### src/rtl/axis_i2s_tx.sv
// AXI-Stream to Philips I2S transmitter with one-entry holding register.
// Serial clocks derived from mclk; silence and underrun flag when starved.
module axis_i2s_tx #(
    parameter int BCLK_DIV = 8,
    parameter int DATA_W   = 32,
    parameter int UCNT_W   = 16
) (
    input  logic              mclk,
    input  logic              mclk_rstn,
    input  logic              enable,
    input  logic              s_axis_tvalid,
    output logic              s_axis_tready,
    input  logic [DATA_W-1:0] s_axis_tdata,
    input  logic              s_axis_tlast,
    output logic              bclk,
    output logic              lrclk,
    output logic              sda,
    output logic              underrun,
    output logic [UCNT_W-1:0] underrun_cnt
);
    localparam int SLOT  = DATA_W / 2;
    localparam int DIV_W = $clog2(BCLK_DIV);
    localparam int BIT_W = $clog2(DATA_W);

    localparam logic [DIV_W-1:0] DIV_MAX  = DIV_W'(BCLK_DIV - 1);
    localparam logic [DIV_W-1:0] DIV_HALF = DIV_W'(BCLK_DIV / 2);
    localparam logic [BIT_W-1:0] BIT_MAX  = BIT_W'(DATA_W - 1);
    localparam logic [BIT_W-1:0] LR_LO    = BIT_W'(SLOT - 1);
    localparam logic [BIT_W-1:0] LR_HI    = BIT_W'(DATA_W - 2);

    logic [DIV_W-1:0]  div_q, div_d;
    logic [BIT_W-1:0]  bitcnt_q, bitcnt_d;
    logic [DATA_W-1:0] shreg_q, shreg_d;
    logic [DATA_W-1:0] hold_q, hold_d;
    logic              hold_valid_q, hold_valid_d;
    logic              bclk_q, bclk_d;
    logic              lrclk_q, lrclk_d;
    logic              underrun_q, underrun_d;
    logic [UCNT_W-1:0] ucnt_q, ucnt_d;

    logic fall;
    logic frame_start;
    logic accept;
    logic unused_tlast;

    assign unused_tlast = s_axis_tlast;

    assign s_axis_tready = !hold_valid_q;
    assign accept        = s_axis_tvalid && !hold_valid_q;
    assign fall          = enable && (div_q == DIV_MAX);

    always_comb begin
        div_d        = '0;
        bitcnt_d     = BIT_MAX;
        shreg_d      = '0;
        lrclk_d      = 1'b0;
        frame_start  = 1'b0;
        hold_d       = hold_q;
        hold_valid_d = hold_valid_q;
        underrun_d   = 1'b0;
        ucnt_d       = ucnt_q;

        if (enable) begin
            div_d    = (div_q == DIV_MAX) ? '0 : div_q + 1'b1;
            bitcnt_d = bitcnt_q;
            shreg_d  = shreg_q;
            lrclk_d  = lrclk_q;
            if (fall) begin
                bitcnt_d    = (bitcnt_q == BIT_MAX) ? '0 : bitcnt_q + 1'b1;
                lrclk_d     = (bitcnt_d >= LR_LO) && (bitcnt_d <= LR_HI);
                frame_start = (bitcnt_d == '0);
                shreg_d     = {shreg_q[DATA_W-2:0], 1'b0};
            end
        end

        // Frame start consumes the held beat or substitutes silence.
        if (frame_start) begin
            if (hold_valid_q) begin
                shreg_d      = hold_q;
                hold_valid_d = 1'b0;
            end else begin
                shreg_d    = '0;
                underrun_d = 1'b1;
                if (!(&ucnt_q)) ucnt_d = ucnt_q + 1'b1;
            end
        end

        if (accept) begin
            hold_d       = s_axis_tdata;
            hold_valid_d = 1'b1;
        end

        bclk_d = (div_d >= DIV_HALF);
    end

    always_ff @(posedge mclk or negedge mclk_rstn) begin
        if (!mclk_rstn) begin
            div_q        <= '0;
            bitcnt_q     <= BIT_MAX;
            shreg_q      <= '0;
            hold_q       <= '0;
            hold_valid_q <= 1'b0;
            bclk_q       <= 1'b0;
            lrclk_q      <= 1'b0;
            underrun_q   <= 1'b0;
            ucnt_q       <= '0;
        end else begin
            div_q        <= div_d;
            bitcnt_q     <= bitcnt_d;
            shreg_q      <= shreg_d;
            hold_q       <= hold_d;
            hold_valid_q <= hold_valid_d;
            bclk_q       <= bclk_d;
            lrclk_q      <= lrclk_d;
            underrun_q   <= underrun_d;
            ucnt_q       <= ucnt_d;
        end
    end

    assign bclk         = bclk_q;
    assign lrclk        = lrclk_q;
    assign sda          = shreg_q[DATA_W-1];
    assign underrun     = underrun_q;
    assign underrun_cnt = ucnt_q;

endmodule

### config.mk
export PLATFORM = sky130hd
export DESIGN_NAME = axis_i2s_tx
export DESIGN_NICKNAME = d
export VERILOG_FILES = /design/src/rtl/axis_i2s_tx.sv
export SDC_FILE = /design/constraint.sdc
export NUM_CORES = 1
export LEC_CHECK = 0
export CAP_MARGIN = 0
export CORE_MARGIN = 1.5
export CORE_UTILIZATION = 40
export CTS_CLUSTER_SIZE = 25
export DETAILED_ROUTE_END_ITERATION = 10
export DONT_BUFFER_PORTS = 1
export PLACE_DENSITY_LB_ADDON = 0.12
export SLEW_MARGIN = 30
export SYNTH_ARGS = -nofsm -noshare
export SYNTH_HDL_FRONTEND = slang
export SYNTH_SLANG_ARGS = --single-unit
### constraint.sdc
create_clock -name mclk -period 2.91 [get_ports mclk]
set_input_delay 0.291 -clock mclk [delete_from_list [all_inputs] [get_ports mclk]]
set_output_delay 0.291 -clock mclk [all_outputs]
set_load 0.01 [all_outputs]
==> impl_metrics.csv <==
group,metric,value,unit
run_status,status,"finished clean",
worst_setup_path,critical_path_class,"flop to flop",
timing,min_period_over_period,92.6,%
worst_setup_path,required,3150,ps
synth,netlist_area,0.00400,mm^2
global_routing,grt_pass1_vias,2396,
synth,synth_edf_count,0,
run,drv_cap,0,
placed_design,place_congestion,0.783,
floorplan,die_area,0.0106,mm^2
routing,drc,0,
synth,seq_area_frac_synth,57.1,%
clocking,clockBufferDepth,2,
timing,slew_violations,0,
routing,via_per_inst,5.26,
routing,met2WireLength,3560,um
placed_design,hpwl,4630,um
routing,top_layer_used,"met4",
routing,wire_per_inst,16.0,um
power_and_ir_drop,pwr_density_cell,677,mW/mm^2
cells_and_area,final_area,0.00443,mm^2
global_routing,grt_pass1_wl,12000,um
timing,finalSetupViolations,0,
clocking,cts_made_buffers,9,
clocking,clk_pin_slew_worst_paths,80,ps
synth,synth_top_cell_area_share,53.8,%
power_and_ir_drop,leakagePower,1.99,nW
timing,slew_headroom,70.4,%
worst_setup_path,endpoint_kind,"flop",
clocking,cts-root-buf,"clkbuf_8",
synth,netlist_top_cells_area,"dfrtp_1 (54%), mux2_2 (9.3%), a221o_1 (7.8%)",
cells_and_area,nNetsFinal,366,
floorplan,start_util,41.1,%
worst_setup_path,critPathTopFamily,"simple AND/OR/NAND/NOR gates",
synth,synth_ff_type,"dfrtp_1",
routing,wl_met1,3370,um
synth,syn-instance-count,317,
cells_and_area,layout.cells.non_filler,459,
floorplan,die_h,103,um
floorplan,rows,36,
power_and_ir_drop,worst_ir_drop_vdd,0.421,mV
timing,tightestPinTransition,443,ps
timing,finalSetupTns,0,ps
clocking,htreeDepth,3,
worst_setup_path,cp_common_cell,"and3_1",
routing,first_pass_iters,4,
timing,rsz0062_at_grt,"no",
synth,ys_types,36,
floorplan,ios,58,
timing,fin_crit,2700,ps
placed_design,dp.cells,440,
cells_and_area,diodes,0,
timing,hold_viol_final,0,
clocking,cts.sinks,91,
worst_setup_path,cp_slowest_cell,"dfstp_2",
synth,yosys.area.top_type,"dfrtp_1",
synth,async_flop_share,100,%
routing,drtAntennaViolNets,0,
global_routing,grt_overflow,0,
placed_design,placed_area,0.00413,mm^2
clocking,clkLatencyLatePin,360,ps
placed_design,io_buffers,0,
floorplan,die_w,103,um
power_and_ir_drop,p_total,3.00,mW
synth,ys_warn_count,0,
routing,wirelength,7350,um
worst_setup_path,cp_cell_sequence,"ha_1, and3_1, ha_2, nor2_1, mux2i_4, nand4_2, and3_1, buf_4, a221o_1",
synth,syn_nets,362,
timing,max_freq,371,MHz
timing,finClkSkew,10.2,ps
routing,dr_wl_met3,307,um
global_routing,grt_max_degree,92,
cells_and_area,area_growth,10.8,%
routing,first_iter_violations,75,
worst_setup_path,cp_data_arrival_time,2930,ps
synth,avgSynthCellArea,12.6,um^2
min_path,hold_path.class,"input port to flop",
worst_setup_path,crit_path_start_kind,"flop",
clocking,post_cts_buffers,0,
cells_and_area,drive_gt1_share,21.5,%
routing,vias,2413,
worst_setup_path,cp_num_buf_inv,1,
worst_setup_path,cpPeakStageDelay,610,ps
synth,synth_seq_cells,91,
worst_setup_path,cp_max_fo,31,
floorplan,coreArea,0.00973,mm^2
clocking,cts_tree,"yes",
global_routing,grt_usage,15.1,%
global_routing,antenna_found_initial,0,
-- per-stage QoR --
step                setup WS [ps]  hold WS [ps]  utilization [%]
finish                        214          63.1             45.6
detailed placement            142         -1.88             42.4
global placement              131         -2.21             42.4
floorplan                     379         -4.59                -
CTS                           126          39.0             45.5
global route                 3.74          31.6             45.6
-- logic make-up after synthesis --
group / after synthesis / share of synthesized area, %
simple gates: 103 / 14.3
mux: 36 / 10.4
fa+ha+maj: 8 / 2.50
flops: 91 / 57.1
xor+xnor: 14 / 3.07
buf+inv: 22 / 2.91
compound gates: 43 / 9.79
-- power breakdown --
part | switching [mW] | internal (mW)
registers | 0.133 | 1.50
clock network | 0.438 | 0.595
logic | 0.124 | 0.211
-- sequential cells by signal, summed over array words and instances (netlist names) --
register and flops:
hold_q 32, bitcnt_q 5, underrun_cnt 16, lrclk 1, underrun 1, div_q 2
bclk 1, shreg_q 32, hold_valid_q 1
-- placed cells by master (no fill, tap or decap), drive strengths merged, types with 5 or more instances in the layout --
master,netlist,layout
ha,8,8
and3,5,5
xor2,7,7
nor2,8,8
nand4,8,8
nand2,21,21
dfstp,5,5
xnor2,7,7
dfrtp,86,86
a221o,31,31
buf,7,7
and2,34,34
mux2,33,33
inv,6,7
nor3,6,6
nand3,7,7
o21ai,6,6
clkbuf,9,10
-- synthesized netlist by cell type (all sizes together) (7+ instances only) --
| library cell | n |
|---|---|
| a221o | 31 |
| dfrtp | 86 |
| nand3 | 7 |
| ha | 8 |
| nand4 | 8 |
| buf | 7 |
| clkbuf | 9 |
| and2 | 34 |
| mux2 | 33 |
| xor2 | 7 |
| xnor2 | 7 |
| nor2 | 8 |
| nand2 | 21 |
-- path summary, 6_finish.rpt --
path	start	end	slack [ps]	cells after the start
min in group asynchronous	mclk_rstn	hold_q[2]	500	2
worst min register to register	div_q[0]	div_q[0]	440	1
worst max-delay path	bitcnt_q[0]	shreg_q[4]	210	9
worst min-delay path	enable	div_q[1]	60	1
worst max register to register	bitcnt_q[0]	shreg_q[4]	210	9
max in group asynchronous	mclk_rstn	bitcnt_q[3]	2050	2
-- worst register-to-register path: stages, from the launching register on --
cell and delay [ps]:
dfstp_2 610, ha_1 230, and3_1 180, ha_2 230
nor2_1 80, mux2i_4 210, nand4_2 190, and3_1 220
buf_4 230, a221o_1 410
-- what timing repair did --
item	CTS	global route
resized for setup	0	2
hold buffers	3	0
endpoints found under the setup margin	0	31
endpoints found under the hold margin	96	0
-- area by class of cell --
| type | count | area (um^2) |
|---|---|---|
| Clock buffer | 10 | 138 |
| Clock inverter | 6 | 111 |
| Fill cell | 917 | 5300 |
| Inverter | 6 | 22.5 |
| Multi-Input combinational cell | 204 | 1620 |
| Sequential cell | 91 | 2280 |
| Tap cell | 133 | 166 |
| Timing Repair Buffer | 9 | 92.6 |
-- routing by layer --
layer  GRT usage (%)  up-vias
li1                -     1156
met1            18.9     1206
met2            23.8       42
met3            5.22        9
met4            6.24        0
met5               0        -
No activity file was read; power rests on OpenSTA's default activity.
